--- src/rtl/fetch_stage_if.sv ---
// Instruction-memory bus between the fetch stage and the instruction memory.
//   ImemReq    : fetch request valid (driven by the fetch stage)
//   ImemAddr   : fetch address, word aligned (driven by the fetch stage)
//   ImemGnt    : request accepted this cycle (driven by memory)
//   ImemRvalid : response word valid; responses return in request order
//   ImemRdata  : response instruction word
// master = fetch stage side, slave = memory side.
interface fetch_stage_if;
  logic        ImemReq;
  logic [31:0] ImemAddr;
  logic        ImemGnt;
  logic        ImemRvalid;
  logic [31:0] ImemRdata;

  modport master (
    output ImemReq,
    output ImemAddr,
    input  ImemGnt,
    input  ImemRvalid,
    input  ImemRdata
  );

  modport slave (
    input  ImemReq,
    input  ImemAddr,
    output ImemGnt,
    output ImemRvalid,
    output ImemRdata
  );
endinterface

--- src/rtl/fetch_stage.sv ---
// Instruction-fetch front end of the pipelined ARM core.
// Holds PCF, issues in-order requests to a variable-latency instruction
// memory, buffers returned words in a DEPTH-entry prefetch queue and drives
// the F/D pipeline register consumed by decode.
// Ports:
//   clk, reset         : clock, asynchronous active-high reset
//   StallF             : suppress new fetch requests
//   StallD             : hold F/D register, do not pop the queue
//   FlushD             : load a bubble into the F/D register
//   BranchTakenE       : redirect to ALUResultE
//   PCSrcW             : redirect to ResultW (wins over BranchTakenE)
//   imem               : instruction-memory bus (master side)
//   InstrD, PCPlus8D   : decode-stage instruction and its PC + 8
//   ValidD             : InstrD holds a real instruction
module fetch_stage #(
  parameter int          DEPTH    = 4,
  parameter logic [31:0] RESET_PC = 32'h0000_0000
) (
  input  logic               clk,
  input  logic               reset,
  input  logic               StallF,
  input  logic               StallD,
  input  logic               FlushD,
  input  logic               BranchTakenE,
  input  logic        [31:0] ALUResultE,
  input  logic               PCSrcW,
  input  logic        [31:0] ResultW,
  fetch_stage_if.master      imem,
  output logic        [31:0] InstrD,
  output logic        [31:0] PCPlus8D,
  output logic               ValidD
);

  localparam int PW = $clog2(DEPTH);
  localparam int CW = PW + 1;

  function automatic logic [31:0] pcPlus8(input logic [31:0] pc);
    return pc + 32'd8;
  endfunction

  logic [31:0]   pcF;
  logic          epoch;

  // Prefetch queue: returned words with the PC they were fetched from.
  logic [31:0]   instrQ [DEPTH];
  logic [31:0]   pcQ    [DEPTH];
  logic [PW-1:0] qHead;
  logic [PW-1:0] qTail;
  logic [CW-1:0] qCount;

  // In-order tag FIFO, one entry per outstanding request.
  logic          tagQ   [DEPTH];
  logic [31:0]   tagPc  [DEPTH];
  logic [PW-1:0] tHead;
  logic [PW-1:0] tTail;
  logic [CW-1:0] outCnt;

  logic          redirect;
  logic [31:0]   target;
  logic          credit;
  logic          issue;
  logic          rsp;
  logic          epochNext;
  logic          accept;
  logic          fdBubble;
  logic          pop;

  assign redirect = PCSrcW | BranchTakenE;
  // PCSrcW belongs to the older instruction, so its target takes precedence.
  assign target   = PCSrcW ? ResultW : ALUResultE;

  // Queue entries plus in-flight requests never exceed DEPTH, so every
  // response that is kept always finds a free slot.
  assign credit   = ({1'b0, qCount} + {1'b0, outCnt}) < (CW+1)'(DEPTH);

  assign imem.ImemReq  = ~StallF & ~redirect & credit;
  assign imem.ImemAddr = pcF;

  assign issue     = imem.ImemReq & imem.ImemGnt;
  assign rsp       = imem.ImemRvalid & (outCnt != '0);
  assign epochNext = epoch ^ redirect;
  // A word is kept only if it belongs to the current path; anything that
  // returns during a redirect cycle is wrong-path by definition.
  assign accept    = rsp & ~redirect & (tagQ[tHead] == epochNext);

  assign fdBubble  = redirect | FlushD;
  assign pop       = ~fdBubble & ~StallD & (qCount != '0);

  // ---- Fetch control / F/D register boundary ----
  always_ff @(posedge clk or posedge reset) begin
    if (reset) begin
      pcF      <= RESET_PC;
      epoch    <= 1'b0;
      qHead    <= '0;
      qTail    <= '0;
      qCount   <= '0;
      tHead    <= '0;
      tTail    <= '0;
      outCnt   <= '0;
      InstrD   <= 32'h0;
      PCPlus8D <= 32'h0;
      ValidD   <= 1'b0;
    end else begin
      // Outstanding requests keep draining across redirects as stale words.
      if (issue) tTail <= tTail + PW'(1);
      if (rsp)   tHead <= tHead + PW'(1);
      outCnt <= outCnt + CW'(issue) - CW'(rsp);

      if (redirect) begin
        pcF    <= target;
        epoch  <= ~epoch;
        qHead  <= qTail;
        qCount <= '0;
      end else begin
        if (issue)  pcF   <= pcF + 32'd4;
        if (accept) qTail <= qTail + PW'(1);
        if (pop)    qHead <= qHead + PW'(1);
        qCount <= qCount + CW'(accept) - CW'(pop);
      end

      // Bubble keeps PCPlus8D so R15 reads stay stable across bubbles.
      if (fdBubble) begin
        InstrD <= 32'h0;
        ValidD <= 1'b0;
      end else if (!StallD) begin
        if (qCount != '0) begin
          InstrD   <= instrQ[qHead];
          PCPlus8D <= pcPlus8(pcQ[qHead]);
          ValidD   <= 1'b1;
        end else begin
          InstrD <= 32'h0;
          ValidD <= 1'b0;
        end
      end
    end
  end

  // ---- Queue / tag storage ----
  always_ff @(posedge clk) begin
    if (issue) begin
      tagQ[tTail]  <= epoch;
      tagPc[tTail] <= pcF;
    end
    if (accept) begin
      instrQ[qTail] <= imem.ImemRdata;
      pcQ[qTail]    <= tagPc[tHead];
    end
  end

endmodule

--- src/flat_wrapper.sv ---
// flat-port wrapper written by rule: the top's interface ports become plain ports
module fetch_stage_flat 
#(
  parameter int          DEPTH    = 4,
  parameter logic [31:0] RESET_PC = 32'h0000_0000
)
  (clk, reset, StallF, StallD, FlushD, BranchTakenE, ALUResultE, PCSrcW, ResultW, InstrD, PCPlus8D, ValidD, imem_ImemReq, imem_ImemAddr, imem_ImemGnt, imem_ImemRvalid, imem_ImemRdata);
  fetch_stage_if imem_i ();
  input  logic clk;
  input  logic reset;
  input  logic StallF;
  input  logic StallD;
  input  logic FlushD;
  input  logic BranchTakenE;
  input  logic        [31:0] ALUResultE;
  input  logic PCSrcW;
  input  logic        [31:0] ResultW;
  output logic        [31:0] InstrD;
  output logic        [31:0] PCPlus8D;
  output logic ValidD;
  output wire logic [$bits(imem_i.ImemReq)-1:0] imem_ImemReq;
  output wire logic [$bits(imem_i.ImemAddr)-1:0] imem_ImemAddr;
  input wire logic [$bits(imem_i.ImemGnt)-1:0] imem_ImemGnt;
  input wire logic [$bits(imem_i.ImemRvalid)-1:0] imem_ImemRvalid;
  input wire logic [$bits(imem_i.ImemRdata)-1:0] imem_ImemRdata;
  assign imem_ImemReq = imem_i.ImemReq;
  assign imem_ImemAddr = imem_i.ImemAddr;
  assign imem_i.ImemGnt = imem_ImemGnt;
  assign imem_i.ImemRvalid = imem_ImemRvalid;
  assign imem_i.ImemRdata = imem_ImemRdata;
  fetch_stage #(.DEPTH(DEPTH), .RESET_PC(RESET_PC)) u_core (.clk(clk), .reset(reset), .StallF(StallF), .StallD(StallD), .FlushD(FlushD), .BranchTakenE(BranchTakenE), .ALUResultE(ALUResultE), .PCSrcW(PCSrcW), .ResultW(ResultW), .imem(imem_i), .InstrD(InstrD), .PCPlus8D(PCPlus8D), .ValidD(ValidD));
endmodule
--- config.mk ---
export PLATFORM = sky130hd
export DESIGN_NAME = fetch_stage_flat
export DESIGN_NICKNAME = d
export VERILOG_FILES = /design/src/rtl/fetch_stage_if.sv /design/src/rtl/fetch_stage.sv /design/src/flat_wrapper.sv
export SDC_FILE = /design/constraint.sdc
export NUM_CORES = 1
export LEC_CHECK = 0
export CORE_ASPECT_RATIO = 1.25
export CORE_MARGIN = 5
export CORE_UTILIZATION = 55
export DETAILED_ROUTE_END_ITERATION = 6
export HOLD_SLACK_MARGIN = 0.1
export PLACE_DENSITY = 0.9
export SLEW_MARGIN = 0
export SYNTH_ARGS = -nofsm -noshare
export SYNTH_HDL_FRONTEND = slang
export SYNTH_SLANG_ARGS = --single-unit
--- constraint.sdc ---
create_clock -name clk -period 10.1 [get_ports clk]
set_clock_uncertainty 0.15 [all_clocks]
set_input_delay 3.03 -clock clk [delete_from_list [all_inputs] [get_ports clk]]
set_output_delay 3.03 -clock clk [all_outputs]
set_load 0.05 [all_outputs]
* After elaboration in Yosys (flattened, before gate mapping)
Memory sizes are Yosys's and may differ from the RTL's. Index checks and enable logic that the tools add are counted.
Word-level totals: register bits 112, bits in latches 0, RAM bits 388, bits in read-only memories 0, input bits 105, word-level logic and storage cells 67, memories kept 4
Cells by class: add/sub/neg operators 11, multiply operators 0, divide/modulo/power cells 0, $lt $le $gt $ge 1, equality and inequality tests 2, shift-type cells 0, muxes and demuxes 16, bitwise operators 16, reduce and logical (&&, ||, !) cells 6
Memory list:
- u_core.instrQ | words 4, width 32, read ports 1, clocked after memory_dff 0, write ports 1, line fetch_stage.sv:45 | logic [31:0] instrQ [DEPTH];
- u_core.pcQ | words 4, width 32, read ports 1, clocked after memory_dff 0, write ports 1, line fetch_stage.sv:46 | logic [31:0] pcQ [DEPTH];
- u_core.tagPc | words 4, width 32, read ports 1, clocked after memory_dff 0, write ports 1, line fetch_stage.sv:53 | logic [31:0] tagPc [DEPTH];
- u_core.tagQ | words 4, width 1, read ports 1, clocked after memory_dff 0, write ports 1, line fetch_stage.sv:52 | logic tagQ [DEPTH];
Operators by type and width (number):
- $mux W32 | 6
- $add A32 B3 Y32 const B | 1
- $add A32 B4 Y32 const B | 1
- $add A2 B1 Y2 const B | 4
- $and A1 B1 Y1 | 8
- $mux W1 | 7
- $add A3 B1 Y3 | 2
- $reduce_bool A3 Y1 | 2
- $sub A3 B1 Y3 | 2
- $not A1 Y1 | 5
- $add A3 B3 Y4 | 1
- $lt A4 B3 Y1 const B | 1
- $mux W2 | 2
- $reduce_bool A2 Y1 | 2
- $mux W3 | 1
- $reduce_and A3 Y1 | 1
- $ne A2 B1 Y1 const B | 1
- $or A1 B1 Y1 | 2
- $reduce_and A2 Y1 | 1
- $eq A1 B1 Y1 | 1
- $xor A1 B1 Y1 | 1

* Longest topological paths before layout
Gate-level depths: netlist of run 1.
depth in word-level cells 7, depth in mapped cells 15

* Worst setup path after synthesis of run 1
OpenSTA, ideal clock, no wires.
kind input to output, start in BranchTakenE, end out imem_ImemReq, arrival 4.199 ns, setup slack 2.721 ns, stages 4, path buffers 2, cell sequence clkbuf_1 nor2_1 clkbuf_1 and3_1
Between the ends: word-level cells in the longest chain between the ends 4
Ends and longest elaborated chain:
- start, declared | line flat_wrapper.sv:14 | input logic BranchTakenE;
- $or A1 B1 Y1 | line fetch_stage.sv:68 | assign redirect = PCSrcW | BranchTakenE;
- $not A1 Y1 (no line)
- $and A1 B1 Y1 (2 in series) | line fetch_stage.sv:76 | assign imem.ImemReq = ~StallF & ~redirect & credit;
- end, declared | line flat_wrapper.sv:21 | output wire logic [$bits(imem_i.ImemReq)-1:0] imem_ImemReq;
Every way passes these cells.

* Final worst setup path of run 1
start in PCSrcW, end out imem_ImemReq
Between the ends: word-level cells in the longest chain between the ends 4
Ends and longest elaborated chain:
- start, declared | line flat_wrapper.sv:16 | input logic PCSrcW;
- $or A1 B1 Y1 | line fetch_stage.sv:68
- $not A1 Y1 (no line)
- $and A1 B1 Y1 (2 in series) | line fetch_stage.sv:76
Every way passes these cells.

==> impl_results.md, run 1 <==
* Final setup margin at 2.54 ns
* Iter 0 DRT Violations at 861
* Placer congestion estimate at 0.831
* Min-delay src: u_core.PCPlus8D[9]$_DFFE_PP0P_
* Worst hold slack at 0.327 ns
* Netlist Area Pre-Place at 19900 um2
* Die W at 180 um
* Area contributors post-synth: edfxtp_1, dfrtp_1, mux4_2
* Global-route wire length before repair at 67700 um
* Most frequent cell after synthesis: edfxtp_1
* # nets final at 1455
* Worst-Skew Late Latency at 0.57 ns
* GRT overflow at 0
* Syn avg cell area at 17.8 um2
* Share of cells above drive strength 1 at 15.2%
* WL final at 43400 um
* PwrDens at 228 nW/um2
* Syn_nets at 1240
* Fill count at 2190
* Setup TNS Final at 0 ns
* Final core utilization at 66.4%
* Max FO, Critical Path at 51
* DR pass1 iterations at 5
* Vias in the first global route at 11803
* Fmax at 132 MHz
* HPWL after DPL at 25900 um
* Starting Density at 55.2%
* Final Max Slew Viols at 0
* RSZ-0062 raised after global routing: false
* Worst setup path class: in -> out
* Synthesis-stage register bit count at 500
* TritonCTS clock tree: yes
* Yosys top cell area share at 58.6%
* Largest net degree at the start of global routing at 74
* Post-synth EDFFs at 388
* Static leakage at 8.32 nW
* Main synth FF type: edfxtp_1
* Ys Warns at 0
* Wire per inst at 23.4 um
* Required time worst endpoint at 6.92 ns
* Hold Fails Final Rpt at 0
* Critical path endpoint: imem_ImemReq
* Input/output buffers at 202
* H-tree levels at 2
* Number of vias per cell at 5.98
* Die Ht at 223 um
* CP Launch Point: PCSrcW
* Detailed-route DRC error count at 0
* Core Region at 36000 um2
* Post-synthesis cell type count at 58
* Area grow syn2layout at 20.2%
* CP Data Arrival Time at 4.38 ns
* RR Endpoint: u_core.tagPc[1][3]$_DFFE_PP_
* Clk sink count at 500
* Worst slew margin at 30.8%
* Global Route Usage Sum at 21.6%
* Number of hold-repair buffers added at the cts stage at 0
* Period utilization at 74.8%
* ANT cells at 0
* # rows at 78
* Worst slack, placed at 2.50 ns
* Initial antenna violation count at 0
* IO Count at 203
* Min-delay worst type: reg -> reg
* Max-Cap Viols at 0
* Reg2Reg Launch Point: u_core.qCount[2]$_DFF_PP0_
* Num CTS Buffers at 47
* R2R Setup Slk at 6.40 ns
* CTS max path bufs at 3
* Critical path endpoint category: output port
* Antenna viol nets, final at 0
* Reg2Reg Depth at 6
* Number of setup buffers added after CTS at 0
* Synth cell count leaders: edfxtp_1, dfrtp_1, nand2_1, mux4_2, o21ai_0
* Final Critical Period at 7.56 ns
* Post-synthesis async set-or-reset flop share at 22.4%
* CTS clk-pin slew, worst paths at 0.06 ns
* Maximum vdd drop at 0.000127 V
* Post-synthesis instance total at 1117
* Register area share after synthesis at 72.7%
* Area leader, netlist: edfxtp_1
* CTS Root Cell: clkbuf_16
* Final setup fails at 0
* CP startpoint kind: primary input
* Outcome: finished clean
* Worst-Margin Slew at 1.04 ns
* Via count at 11062
* Die ar. at 40100 um2
* CTS-repair resized insts at 0
[worst min path at each step]
| stage | to | cells past startpoint |
|---|---|---|
| finish | u_core.PCPlus8D[9]$_DFFE_PP0P_ | 2 |
| global route | u_core.PCPlus8D[9]$_DFFE_PP0P_ | 2 |
| CTS | u_core.PCPlus8D[0]$_DFFE_PP0P_ | 2 |
| detailed placement | u_core.PCPlus8D[2]$_DFFE_PP0P_ | 2 |
| global placement | u_core.PCPlus8D[1]$_DFFE_PP0P_ | 2 |
| floorplan | u_core.qHead[0]$_DFFE_PP0P_ | 2 |
[cell families (layout without fill, tap and decap cells)]
group	after synthesis	count (layout)	share of synthesized area (%)
DFF	500	500	72.7
adders and majority gates	18	18	1.21
and+or+nand+nor	219	219	5.52
buffers and inverters	74	327	1.74
muxes	114	114	12.0
xor gates and xnor gates	50	50	2.20
AOI/OAI and AO/OA	142	142	4.64
[power breakdown]
group / switching (mW) / internal, mW
Clock: 0.743 / 0.969
Combinational: 0.662 / 0.515
Sequential: 0.118 / 2.44
[worst max-delay path, cell delays in order]
cell	delay, ns
clkdlybuf4s50_1	0.46
buf_4	0.39
nor2_1	0.12
and3_1	0.18
buf_4	0.19
[flip-flops by register name, indices dropped and copies added (netlist names)]
register	cells
u_core.tTail	2
u_core.qHead	2
u_core.instrQ	128
u_core.pcQ	128
u_core.ValidD	1
u_core.outCnt	3
u_core.qCount	3
u_core.tagQ	4
u_core.epoch	1
u_core.imem.ImemAddr	32
u_core.PCPlus8D	32
u_core.tagPc	128
u_core.qTail	2
u_core.InstrD	32
u_core.tHead	2
[layer usage]
layer | GRT usage, % | vias to the layer above | wire [um]
li1 | - | 4824 | -
met1 | 26.8 | 5645 | 16100
met2 | 39.0 | 491 | 23300
met3 | 3.65 | 102 | 2610
met4 | 6.98 | 0 | 1380
met5 | 0 | - | 0
[layout make-up]
| cell class | instances | area, um2 | share of cell area, % |
|---|---|---|---|
| Inverter | 20 | 77.6 | 0.324 |
| Multi-Input combinational cell | 543 | 5100 | 21.3 |
| Clock buffer | 65 | 1360 | 5.67 |
| Timing Repair Buffer | 220 | 2150 | 9.01 |
| Tap cell | 480 | 601 | 2.51 |
| Clock inverter | 22 | 161 | 0.675 |
| Sequential cell | 500 | 14500 | 60.5 |
[cells in the final DEF (no fill, tap or decap), types with 5 or more instances in the layout]
| cell | count |
|---|---|
| nor3_1 | 8 |
| dfrtp_1 | 109 |
| xor2_1 | 28 |
| ha_1 | 16 |
| clkbuf_16 | 48 |
| mux4_1 | 9 |
| mux4_2 | 88 |
| nand4_1 | 13 |
| clkinv_1 | 5 |
| buf_4 | 19 |
| mux2i_1 | 16 |
| clkbuf_8 | 9 |
| a22oi_1 | 8 |
| clkbuf_1 | 8 |
| nor2_1 | 23 |
| and2_1 | 8 |
| edfxtp_1 | 388 |
| nand3_1 | 28 |
| clkdlybuf4s50_1 | 201 |
| xnor2_1 | 22 |
| o21ai_0 | 45 |
| clkinv_2 | 8 |
| a22o_1 | 34 |
| inv_1 | 18 |
| o31ai_1 | 5 |
| nor4_1 | 7 |
| a21oi_1 | 19 |
| or2_2 | 6 |
| nand2_1 | 96 |
| o21ai_1 | 11 |
[metrics by stage]
step,instance area [um2],instances,power (mW)
4_1_cts,23900,1850,5.49
5_1_grt,23900,1850,5.68
2_1_floorplan,19900,1117,3.44
6_report,23900,1850,5.45
3_3_place_gp,22400,1763,3.71
3_5_place_dp,22400,1763,3.76
(Power assumes the default switching activity.)
==> run 2: changes to the inputs <==
--- a/config.mk
+++ b/config.mk
@@ -7,10 +7,10 @@
 export LEC_CHECK = 0
 export CORE_ASPECT_RATIO = 1.25
 export CORE_MARGIN = 5
-export CORE_UTILIZATION = 55
+export CORE_UTILIZATION = 51
 export DETAILED_ROUTE_END_ITERATION = 6
 export HOLD_SLACK_MARGIN = 0.1
-export PLACE_DENSITY = 0.9
+export PLACE_DENSITY = 0.88
 export SLEW_MARGIN = 0
 export SYNTH_ARGS = -nofsm -noshare
 export SYNTH_HDL_FRONTEND = slang
==> constraint.sdc (replaced) <==
create_clock -name clk -period 6.3 [get_ports clk]
set_clock_uncertainty 0.15 [all_clocks]
set_input_delay 1.89 -clock clk [delete_from_list [all_inputs] [get_ports clk]]
set_output_delay 1.89 -clock clk [all_outputs]
set_load 0.05 [all_outputs]
==> impl_results.md, run 2 (synthesis gave the netlist of run 1 again) <==
* Period utilization at 82.1%
* GRT overflow at 0 (unchanged)
* Max-Cap Viols at 0 (unchanged)
* Worst slew margin at 34.4% (+3.6 points)
* Regs by FF count: u_core.instrQ (128), u_core.pcQ (128), u_core.tagPc (128)
* H-tree levels at 2 (unchanged)
* Share of cells above drive strength 1 at 15.1% (-0.095 points)
* Number of setup buffers added after CTS at 0 (unchanged)
* Final Critical Period at 5.17 ns
* Fmax at 193 MHz
* Min-delay worst type: reg -> reg
* Min-delay src: u_core.PCPlus8D[31]$_DFFE_PP0P_
* Number of vias per cell at 5.88 (-1.7%)
* Most frequent cells in the layout: edfxtp_1, clkdlybuf4s50_1, dfrtp_1
* Maximum vdd drop at 0.000232 V (+82%)
* PwrDens at 365 nW/um2 (+60%)
* Slowest CP cell: clkdlybuf4s50_1
* Leading cell type in the layout, fill and taps excluded: edfxtp_1
* Detailed-route DRC error count at 0 (unchanged)
* CTS clk-pin slew, worst paths at 0.06 ns (about the same)
* R2R Setup Slk at 2.82 ns (-3.58 ns)
* Vias in the first global route at 11619 (-1.6%)
* Final setup fails at 0 (unchanged)
* Iter 0 DRT Violations at 838 (-2.7%)
* WHS Endpoint: u_core.PCPlus8D[31]$_DFFE_PP0P_
* CTS-repair resized insts at 0 (unchanged)
* Max stage delay on crit path at 0.42 ns (-0.04 ns)
* P_sw at 2.40 mW (+57%)
* Area grow syn2layout at 20.7%
* Hold depth at 2 (unchanged)
* Reg2Reg Depth at 6 (unchanged)
* Largest net degree at the start of global routing at 65 (-12%)
* Comb power frac at 21.1% (-0.5 points)
* TritonCTS clock tree: yes
* Final setup margin at 1.13 ns (-1.42 ns)
* Num CTS Buffers at 46 (-2.1%)
* Core Region at 38800 um2 (+7.8%)
* Input/output buffers at 202 (unchanged)
* Clk sink count at 500 (unchanged)
* Worst setup path class: in -> out
* Placer congestion estimate at 0.828 (-0.41%)
* Die W at 187 um (+3.6%)
* Global-route wire length before repair at 66600 um (-1.6%)
* DR pass1 iterations at 6 (+1)
* Critical path endpoint category: output port
* Flop pwr share at 46.9% (about the same)
* CTS Root Cell: clkbuf_16
* Fill count at 2657 (+21%)
* Final Max Slew Viols at 0 (unchanged)
* Worst slack, placed at 1.11 ns (-1.39 ns)
* Worst hold slack at 0.327 ns (-0.0000200 ns)
* Post-layout power at 8.77 mW (+61%)
* Hold Fails Final Rpt at 0 (unchanged)
* Global Route Usage Sum at 19.5% (-2.1 points)
* CTS max path bufs at 3 (unchanged)
* Static leakage at 8.35 nW (+0.29%)
* Starting Density at 51.2% (-4.0 points)
* ANT cells at 0 (unchanged)
* Number of hold-repair buffers added at the cts stage at 0 (unchanged)
* Die ar. at 43100 um2 (+7.4%)
* Worst-Margin Slew at 0.984 ns (-0.0534 ns)
* Pint at 6.38 mW (+63%)
* Wire per inst at 22.5 um (-4.1%)
* CP Data Arrival Time at 3.13 ns (-1.25 ns)
* CP startpoint kind: primary input
* Clock Power Share at 32.0% (+0.6 points)
* Setup TNS Final at 0 ns (unchanged)
* # rows at 81 (+3.8%)
* Reg2Reg Launch Point: u_core.tHead[0]$_DFFE_PP0N_
* HPWL after DPL at 26100 um (+0.65%)
* RSZ-0062 raised after global routing: false
* Required time worst endpoint at 4.26 ns (-2.66 ns)
* Outcome: finished clean
* # nets final at 1458 (+0.21%)
* Initial antenna violation count at 0 (unchanged)
* Antenna viol nets, final at 0 (unchanged)
* IO Count at 203 (unchanged)
* Die Ht at 231 um (+3.7%)
* Crit path cell chain: clkdlybuf4s50_1 > nor4_1 > and3_1 > buf_12
* RR Endpoint: u_core.pcQ[2][5]$_DFFE_PP_
* Via count at 10988 (-0.67%)
* WL final at 42000 um (-3.1%)
* Placed inst area at 22500 um2 (+0.28%)
* Worst-Skew Late Latency at 0.56 ns (about the same)
* Finished Cell Area at 24000 um2 (+0.39%)
* Max FO, Critical Path at 2 (-96%)
* Switching Share at 27.3% (-0.64 points)
run 2: cell count changes in the layout (fill, tap and decap cells not counted), moves of 2 or more:
cell       previous run  this run
clkbuf_16            48        50
clkinv_1              5         3
clkinv_2              8         6
clkbuf_1              8        13
clkinv_4              0         3
clkbuf_8              9         2
buf_4                19        22
bufinv_16             1         4
run 2: layout make-up:
class                      instances  area (um2)  area share (%)
sequential                       500       14500            60.2
multi-input combinational        543        5100            21.2
timing repair buffer             224        2200            9.15
clock buffer                      65        1330            5.53
tap                              498         623            2.60
clock inverter                    20         218           0.907
inverter                          20        77.6           0.323
run 2: how the worst max path moves through the flow:
stage | slack [ns] | endpoint | cells after the start | from
floorplan | 1.20 | imem_ImemReq | 4 | BranchTakenE
global placement | 1.14 | imem_ImemReq | 4 | StallF
detailed placement | 1.11 | imem_ImemReq | 4 | StallF
CTS | 1.11 | imem_ImemReq | 4 | StallF
global route | 1.09 | imem_ImemReq | 4 | StallF
finish | 1.13 | imem_ImemReq | 4 | StallF
run 2: per-stage QoR:
stage          utilization, %  instances
6_report                 61.8       1870
5_1_grt                  61.8       1870
4_1_cts                  61.8       1870
3_5_place_dp             57.9       1785
3_3_place_gp             57.9       1785
2_1_floorplan               -       1117
run 2: metal layers:
metal	vias to the layer above	global-route usage [%]	wire (um)
met5	-	0	0
met4	0	7.36	1540
met3	114	3.40	2800
met2	518	34.1	21600
met1	5520	24.7	16100
li1	4836	-	-
run 2: power by group through the flow:
| stage | Sequential (mW) | Combinational, mW | Clock, mW |
|---|---|---|---|
| floorplan | 4.25 | 1.26 | 0 |
| global placement | 4.16 | 1.79 | 0 |
| detailed placement | 4.18 | 1.85 | 0 |
| CTS | 4.12 | 1.88 | 2.86 |
| global route | 4.14 | 2.00 | 3.01 |
| finish | 4.11 | 1.85 | 2.80 |
run 2: critical path: cells and delay by family:
kind	cells	cell delay [ns]
buffers and inverters	2	0.57
AND/OR/NAND/NOR	2	0.67
